### src/rtl/serial_adder_ctrl.sv
// Bit-serial adder controller: one full_adder sequenced over WIDTH cycles,
// valid/ready handshakes on operand and result sides, one operation at a time.

module full_adder (
  input  logic in1,
  input  logic in2,
  input  logic cin,
  output logic sum,
  output logic cout
);
  assign sum  = in1 ^ in2 ^ cin;
  assign cout = (in1 & in2) | (cin & (in1 ^ in2));
endmodule

module serial_adder_ctrl #(
  parameter int unsigned WIDTH = 8
) (
  input  logic             clk,
  input  logic             rst_n,
  input  logic             in_valid,
  output logic             in_ready,
  input  logic [WIDTH-1:0] in_a,
  input  logic [WIDTH-1:0] in_b,
  input  logic             in_cin,
  output logic             out_valid,
  input  logic             out_ready,
  output logic [WIDTH-1:0] out_sum,
  output logic             out_cout
);
  localparam int unsigned CW = (WIDTH > 1) ? $clog2(WIDTH) : 1;

  typedef enum logic [1:0] {
    IDLE = 2'd0,
    RUN  = 2'd1,
    DONE = 2'd2
  } state_t;

  state_t           state_q, state_d;
  logic [WIDTH-1:0] a_q, b_q, sum_q;
  logic             carry_q;
  logic [CW-1:0]    cnt_q;
  logic             fa_sum, fa_cout;
  logic [WIDTH-1:0] sum_next;
  logic             last_bit;

  full_adder u_fa (
    .in1  (a_q[0]),
    .in2  (b_q[0]),
    .cin  (carry_q),
    .sum  (fa_sum),
    .cout (fa_cout)
  );

  assign sum_next = {fa_sum, sum_q[WIDTH-1:1]};
  assign last_bit = (cnt_q == CW'(WIDTH - 1));

  // Handshake outputs come straight from the state register.
  assign in_ready  = (state_q == IDLE);
  assign out_valid = (state_q == DONE);

  always_comb begin
    state_d = state_q;
    case (state_q)
      IDLE:    if (in_valid) state_d = RUN;
      RUN:     if (last_bit) state_d = DONE;
      DONE:    if (out_ready) state_d = IDLE;
      default: state_d = IDLE;
    endcase
  end

  always_ff @(posedge clk or negedge rst_n) begin
    if (!rst_n) state_q <= IDLE;
    else        state_q <= state_d;
  end

  always_ff @(posedge clk or negedge rst_n) begin
    if (!rst_n) begin
      a_q      <= '0;
      b_q      <= '0;
      sum_q    <= '0;
      carry_q  <= 1'b0;
      cnt_q    <= '0;
      out_sum  <= '0;
      out_cout <= 1'b0;
    end else begin
      case (state_q)
        IDLE: begin
          if (in_valid) begin
            a_q     <= in_a;
            b_q     <= in_b;
            carry_q <= in_cin;
            cnt_q   <= '0;
          end
        end
        RUN: begin
          a_q     <= {1'b0, a_q[WIDTH-1:1]};
          b_q     <= {1'b0, b_q[WIDTH-1:1]};
          sum_q   <= sum_next;
          carry_q <= fa_cout;
          cnt_q   <= cnt_q + CW'(1);
          // Final bit: capture the fully shifted sum, not the stale sum_q.
          if (last_bit) begin
            out_sum  <= sum_next;
            out_cout <= fa_cout;
          end
        end
        default: ;
      endcase
    end
  end
endmodule
### config.mk
export PLATFORM = sky130hd
export DESIGN_NAME = serial_adder_ctrl
export DESIGN_NICKNAME = d
export VERILOG_FILES = /design/src/rtl/serial_adder_ctrl.sv
export SDC_FILE = /design/constraint.sdc
export NUM_CORES = 1
export LEC_CHECK = 0
export ABC_AREA = 1
export BUFFER_PORTS_ARGS = -buffer_cell sky130_fd_sc_hd__buf_2
export CORE_MARGIN = 1.5
export CORE_UTILIZATION = 49
export DETAILED_ROUTE_END_ITERATION = 10
export HOLD_SLACK_MARGIN = 0.05
export PLACE_DENSITY_LB_ADDON = 0.15
export SLEW_MARGIN = 20
export SYNTH_ARGS = -nofsm -noshare
export SYNTH_HDL_FRONTEND = slang
export SYNTH_HIERARCHICAL = 1
export SYNTH_SLANG_ARGS = --single-unit
### constraint.sdc
create_clock -name clk -period 1.2 [get_ports clk]
set_input_delay 0.12 -clock clk [delete_from_list [all_inputs] [get_ports clk]]
set_output_delay 0.12 -clock clk [all_outputs]
set_load 0.1 [all_outputs]
Word level (Yosys, flattened, before mapping)
Index checks and enable logic that the tools add are counted.

Flip-flop bits (word level): 39. Latch bits: 0. Memory bits (writable): 0. Memory bits (read-only): 0. Output and inout port bits: 11. Memories: 0.

$add $sub $neg: 1. Multiply operators: 0. Div/mod/pow operators: 0. $lt $le $gt $ge: 0. Eq/ne operators: 6. Shift-type cells: 0. Multiplexer cells: 12. Bitwise gates (word level): 5. Reduce and logical (&&, ||, !) cells: 5.

Operator list (count): $pmux 8 s2 (2); $mux 8 (2); $mux 2 (3); $pmux 2 s3 (1); $pmux 3 s2 (1); $ne 2x2->1 const B (2); $reduce_and 2->1 (2); $add 3x1->3 const B (1); $eq 3x3->1 const B (1); $mux 3 (1); $reduce_and 3->1 (1); $and 1x1->1 (2); $eq 2x1->1 const B (1); $eq 2x2->1 const B (1); $logic_not 2->1 (1); $ne 2x1->1 const B (1); $pmux 1 s2 (1); $reduce_bool 2->1 (1); $xor 1x1->1 (2); $mux 1 (1); $or 1x1->1 (1).

Longest topological paths before layout
Depth in word-level cells: 4. Gate-level depth with buffers: 7. Gate-level depth less buffers: 6.

Cells and area by module
Netlist, hierarchy kept.

By module, submodules not included: serial_adder_ctrl (times used 1, cells each 218, area each 1790.5 um^2, sequential area each 950.9 um^2); full_adder (times used 1, cells each 1, area each 20.0 um^2, sequential area each 0.0 um^2).

Worst setup path after synthesis
Ideal clock, no wire load.

Kind: register to register. From: reg state_q[0]. To: reg a_q[7]. Setup time: 0.083 ns. Arrival: 2.164 ns. Data required time: 1.117 ns. Slack: -1.047 ns. Stages on the path, launching flop included: 5. Path through: dfrtp_1 -> buf_2 -> nor2_1 -> nand3_1 -> o21ai_0.

Word-level cells in the longest chain between the ends: 3. Elaborated cells between the ends (all ways): 6. Classes of those cells: eq/ne (2); mux (1); reduce/logical (3).

RTL lines: start: declaration (RTL line 38) `state_t state_q, state_d;`; start signal: assignment (RTL line 73) `else state_q <= state_d;`; $logic_not 2->1 *; named net in_ready (RTL line 21) `output logic in_ready,`; $ne 2x2->1 (no line) / $reduce_bool 2->1 (equally long branches); $reduce_and 2->1 (no line); end signal: assignment (RTL line 89) `a_q <= in_a;`; end signal: assignment (RTL line 96) `a_q <= {1'b0, a_q[WIDTH-1:1]};`; end: declaration (RTL line 39) `logic [WIDTH-1:0] a_q, b_q, sum_q;`.

Mark *: on every way through the listed nets, which the timed path passes. The rest lies on a longest branch. A chain may end at the register's enable or synchronous reset.

Worst setup path in the final report
From: reg state_q[1]. To: out in_ready.

Word-level cells in the longest chain between the ends: 1.

RTL lines: $logic_not 2->1 (RTL line 58) `assign in_ready = (state_q == IDLE);`; end: declaration (RTL line 21).

Every way passes these cells.

==> reports/results.ini <==
[yosys]
post_synth_inst_count = 219
mappedNetlistNets = 243
netlist-cell-type-count = 20
postSynthAreaPerCell_um2 = 8.27
yosys_warnings = 6
synth.yosys.seq_area_share = 0.525
register_bit_total_from_synthesis = 38
netlist_area_mm2 = 0.00181

[layout]
number_of_fillers_in_the_final_layout = 219
layout_commonest_cell = sky130_fd_sc_hd__nand2_1
finalCoreUtilization = 0.777
multi_input_comb_area_um2 = 792
antennaDiodeCount = 0
layout.area.seq_um2 = 953
drive_above_1_share = 0.353
area_growth_syn_to_layout_pct = 47.7
final_net_count = 306
finish.cell_count_without_fillers = 329
final_cell_mix = 63 x sky130_fd_sc_hd__nand2_1, 36 x sky130_fd_sc_hd__dfrtp_1, 35 x sky130_fd_sc_hd__inv_1, 31 x sky130_fd_sc_hd__nand3_1, 20 x sky130_fd_sc_hd__buf_2

[detailed_routing]
drc = 0
detail_route.iter0.violations = 134
via_per_inst = 4.93
dr_total_vias = 1621
post_drt_wl_per_cell_um = 13.9
ant_nets = 0
drt_pre_antenna_iters = 4
totalWireLength_um = 4560

[pwr]
ir_worst_vdd_v = 0.00177
power_density_mw_per_mm2 = 3000
finalPower_w = 0.00801
power_leakage_nw = 1.39

[setup_path]
setup.worst_path.end = in_ready
cp_data_arrival_time_ns = 1.17
cp-startpoint = state_q[1]
cp_data_required_time_ns = 1.08
path_class = reg2out
worstRegToRegCells = 7
critical_path.reg2reg.startpoint = state_q[0]
worstPathMaxFanout = 3
rrSetupSlack_ns = -0.02
worstSetupEndpointType = output port
start_kind = register
r2r_end = out_sum[3]

[status]
outcome = complete, but fails checks
violations_in_the_final_reports = negative setup slack

[cts]
clk_tree_root_cell = sky130_fd_sc_hd__clkbuf_8
clock_tree.htree_level_count = 2
cts_buffers = 5
tritoncts = done
clock_insertion_delay_worst_skew_ns = 0.29
cts_buffer_depth = 2
cts.sink_count = 38
clkTransAtPathRegs_ns = 0.07

[die]
floorplan.core_area_mm2 = 0.00344
floorplan.io_pins = 32
rows = 21
die_w_um = 63.8
die_height_um = 63.8
initial_core_util = 0.526
fp.dieArea_mm2 = 0.00407

[timing]
setup_repair_after_global_routing_missed_its_margin = yes
period_share = 1.07
tightest_slew_ns = 0.300
hold_viol_final = 0
setup_viol = 9
timing.setup.tns_ns = -0.195
layout_setup_ws_ns = -0.0869
slew_violations = 0
timing.fmax_mhz = 777
worst_slew_margin_rel = 0.801
post-route-min-period_ns = 1.29
finalClockSkew_ns = 0.00914

[placed_design]
place.detailed.hpwl_um = 2470
numPlacedInstances = 300
dp_slack_ns = -0.00749
place_congestion = 0.699
io_buffers = 31

[global_route]
grt_antenna_before_repair = 0
first_global_vias = 1436
gr-usage-all-layers = 0.201
globalRouteOverflowTotal = 0
grt_pass1_wl_um = 6380
grt_start_max_net_pins = 22

[run]
drv_cap = 0

[hold_path]
timing.hold.worst.start = in_a[7]
hold_class = in2reg

-- kinds of logic after synthesis --
kind of cell / synth area share
AOI/OAI and AO/OA: 0.0567
buffers and inverters: 0.126
DFF: 0.525
adders and majority gates: 0.0249
and+or+nand+nor: 0.267
-- state kept, by name, indices dropped and copies added (netlist names) --
signal    flops
a_q           8
out_sum       8
sum_q         7
out_cout      1
b_q           8
cnt_q         3
state_q       2
carry_q       1
-- area by class of cell --
class,count,area share
clock buffers,7,0.0323
clock inverters,1,0.00187
inverters,40,0.0599
multi-input cells,136,0.296
flip-flops and latches,38,0.357
well taps,46,0.0215
repair buffers,61,0.232
-- power by group --
group,leakage (nW),internal (W),switching (W)
Clock,0.0482,0.000463,0.000430
Sequential,0.468,0.00188,0.000419
Combinational,0.877,0.00195,0.00287
-- synth_stat cells (all sizes together) --
cell type,count,share of area
nand2,72,0.16
inv,40,0.086
dfrtp,38,0.53
nand3,33,0.091
o21ai,17,0.047
buf,8,0.039
nor2,4,0.012
a21oi,2,0.0055
ha,2,0.014
clkbuf,1,0.0021
fa,1,0.011
o31ai,1,0.0041
-- worst max-delay path, cell delays in order (launching register included) --
cell and delay [ns]:
sky130_fd_sc_hd__dfrtp_2 0.44, sky130_fd_sc_hd__buf_6 0.13, sky130_fd_sc_hd__nor2_4 0.13, sky130_fd_sc_hd__buf_12 0.18
-- routing by layer --
metal	vias to the layer above	share of wire	global-route usage
met5	-	0	0
met2	29	0.52	0.316
li1	801	-	-
met4	0	0.013	0.0788
met1	784	0.44	0.267
met3	7	0.030	0.0493
-- through the flow --
stage	hold slack [ns]	instance area [µm²]
2_1_floorplan	-0.176	1840
3_3_place_gp	0.0111	2230
3_5_place_dp	0.0109	2230
4_1_cts	0.0903	2430
5_1_grt	0.0883	2670
6_report	0.0936	2670
-- timing repair --
| action | 4_1_cts | 5_1_grt |
|---|---|---|
| hold buffers | 2 | 0 |
| gates resized for setup | 14 | 33 |
| pin swaps | 4 | 10 |
| gates cloned | 0 | 5 |
| endpoints found under the hold margin | 39 | 0 |
| setup buffers | 6 | 8 |
| endpoints found under the setup margin | 5 | 26 |
-- how the worst min path moves through the flow --
| stage | slack (ns) | cells after the start | to |
|---|---|---|---|
| floorplan | -0.18 | 0 | a_q[0] |
| global placement | 0.01 | 1 | out_sum[4] |
| detailed placement | 0.01 | 1 | out_sum[4] |
| CTS | 0.09 | 3 | b_q[7] |
| global route | 0.09 | 3 | b_q[7] |
| finish | 0.09 | 3 | a_q[7] |
(Power assumes the default switching activity.)
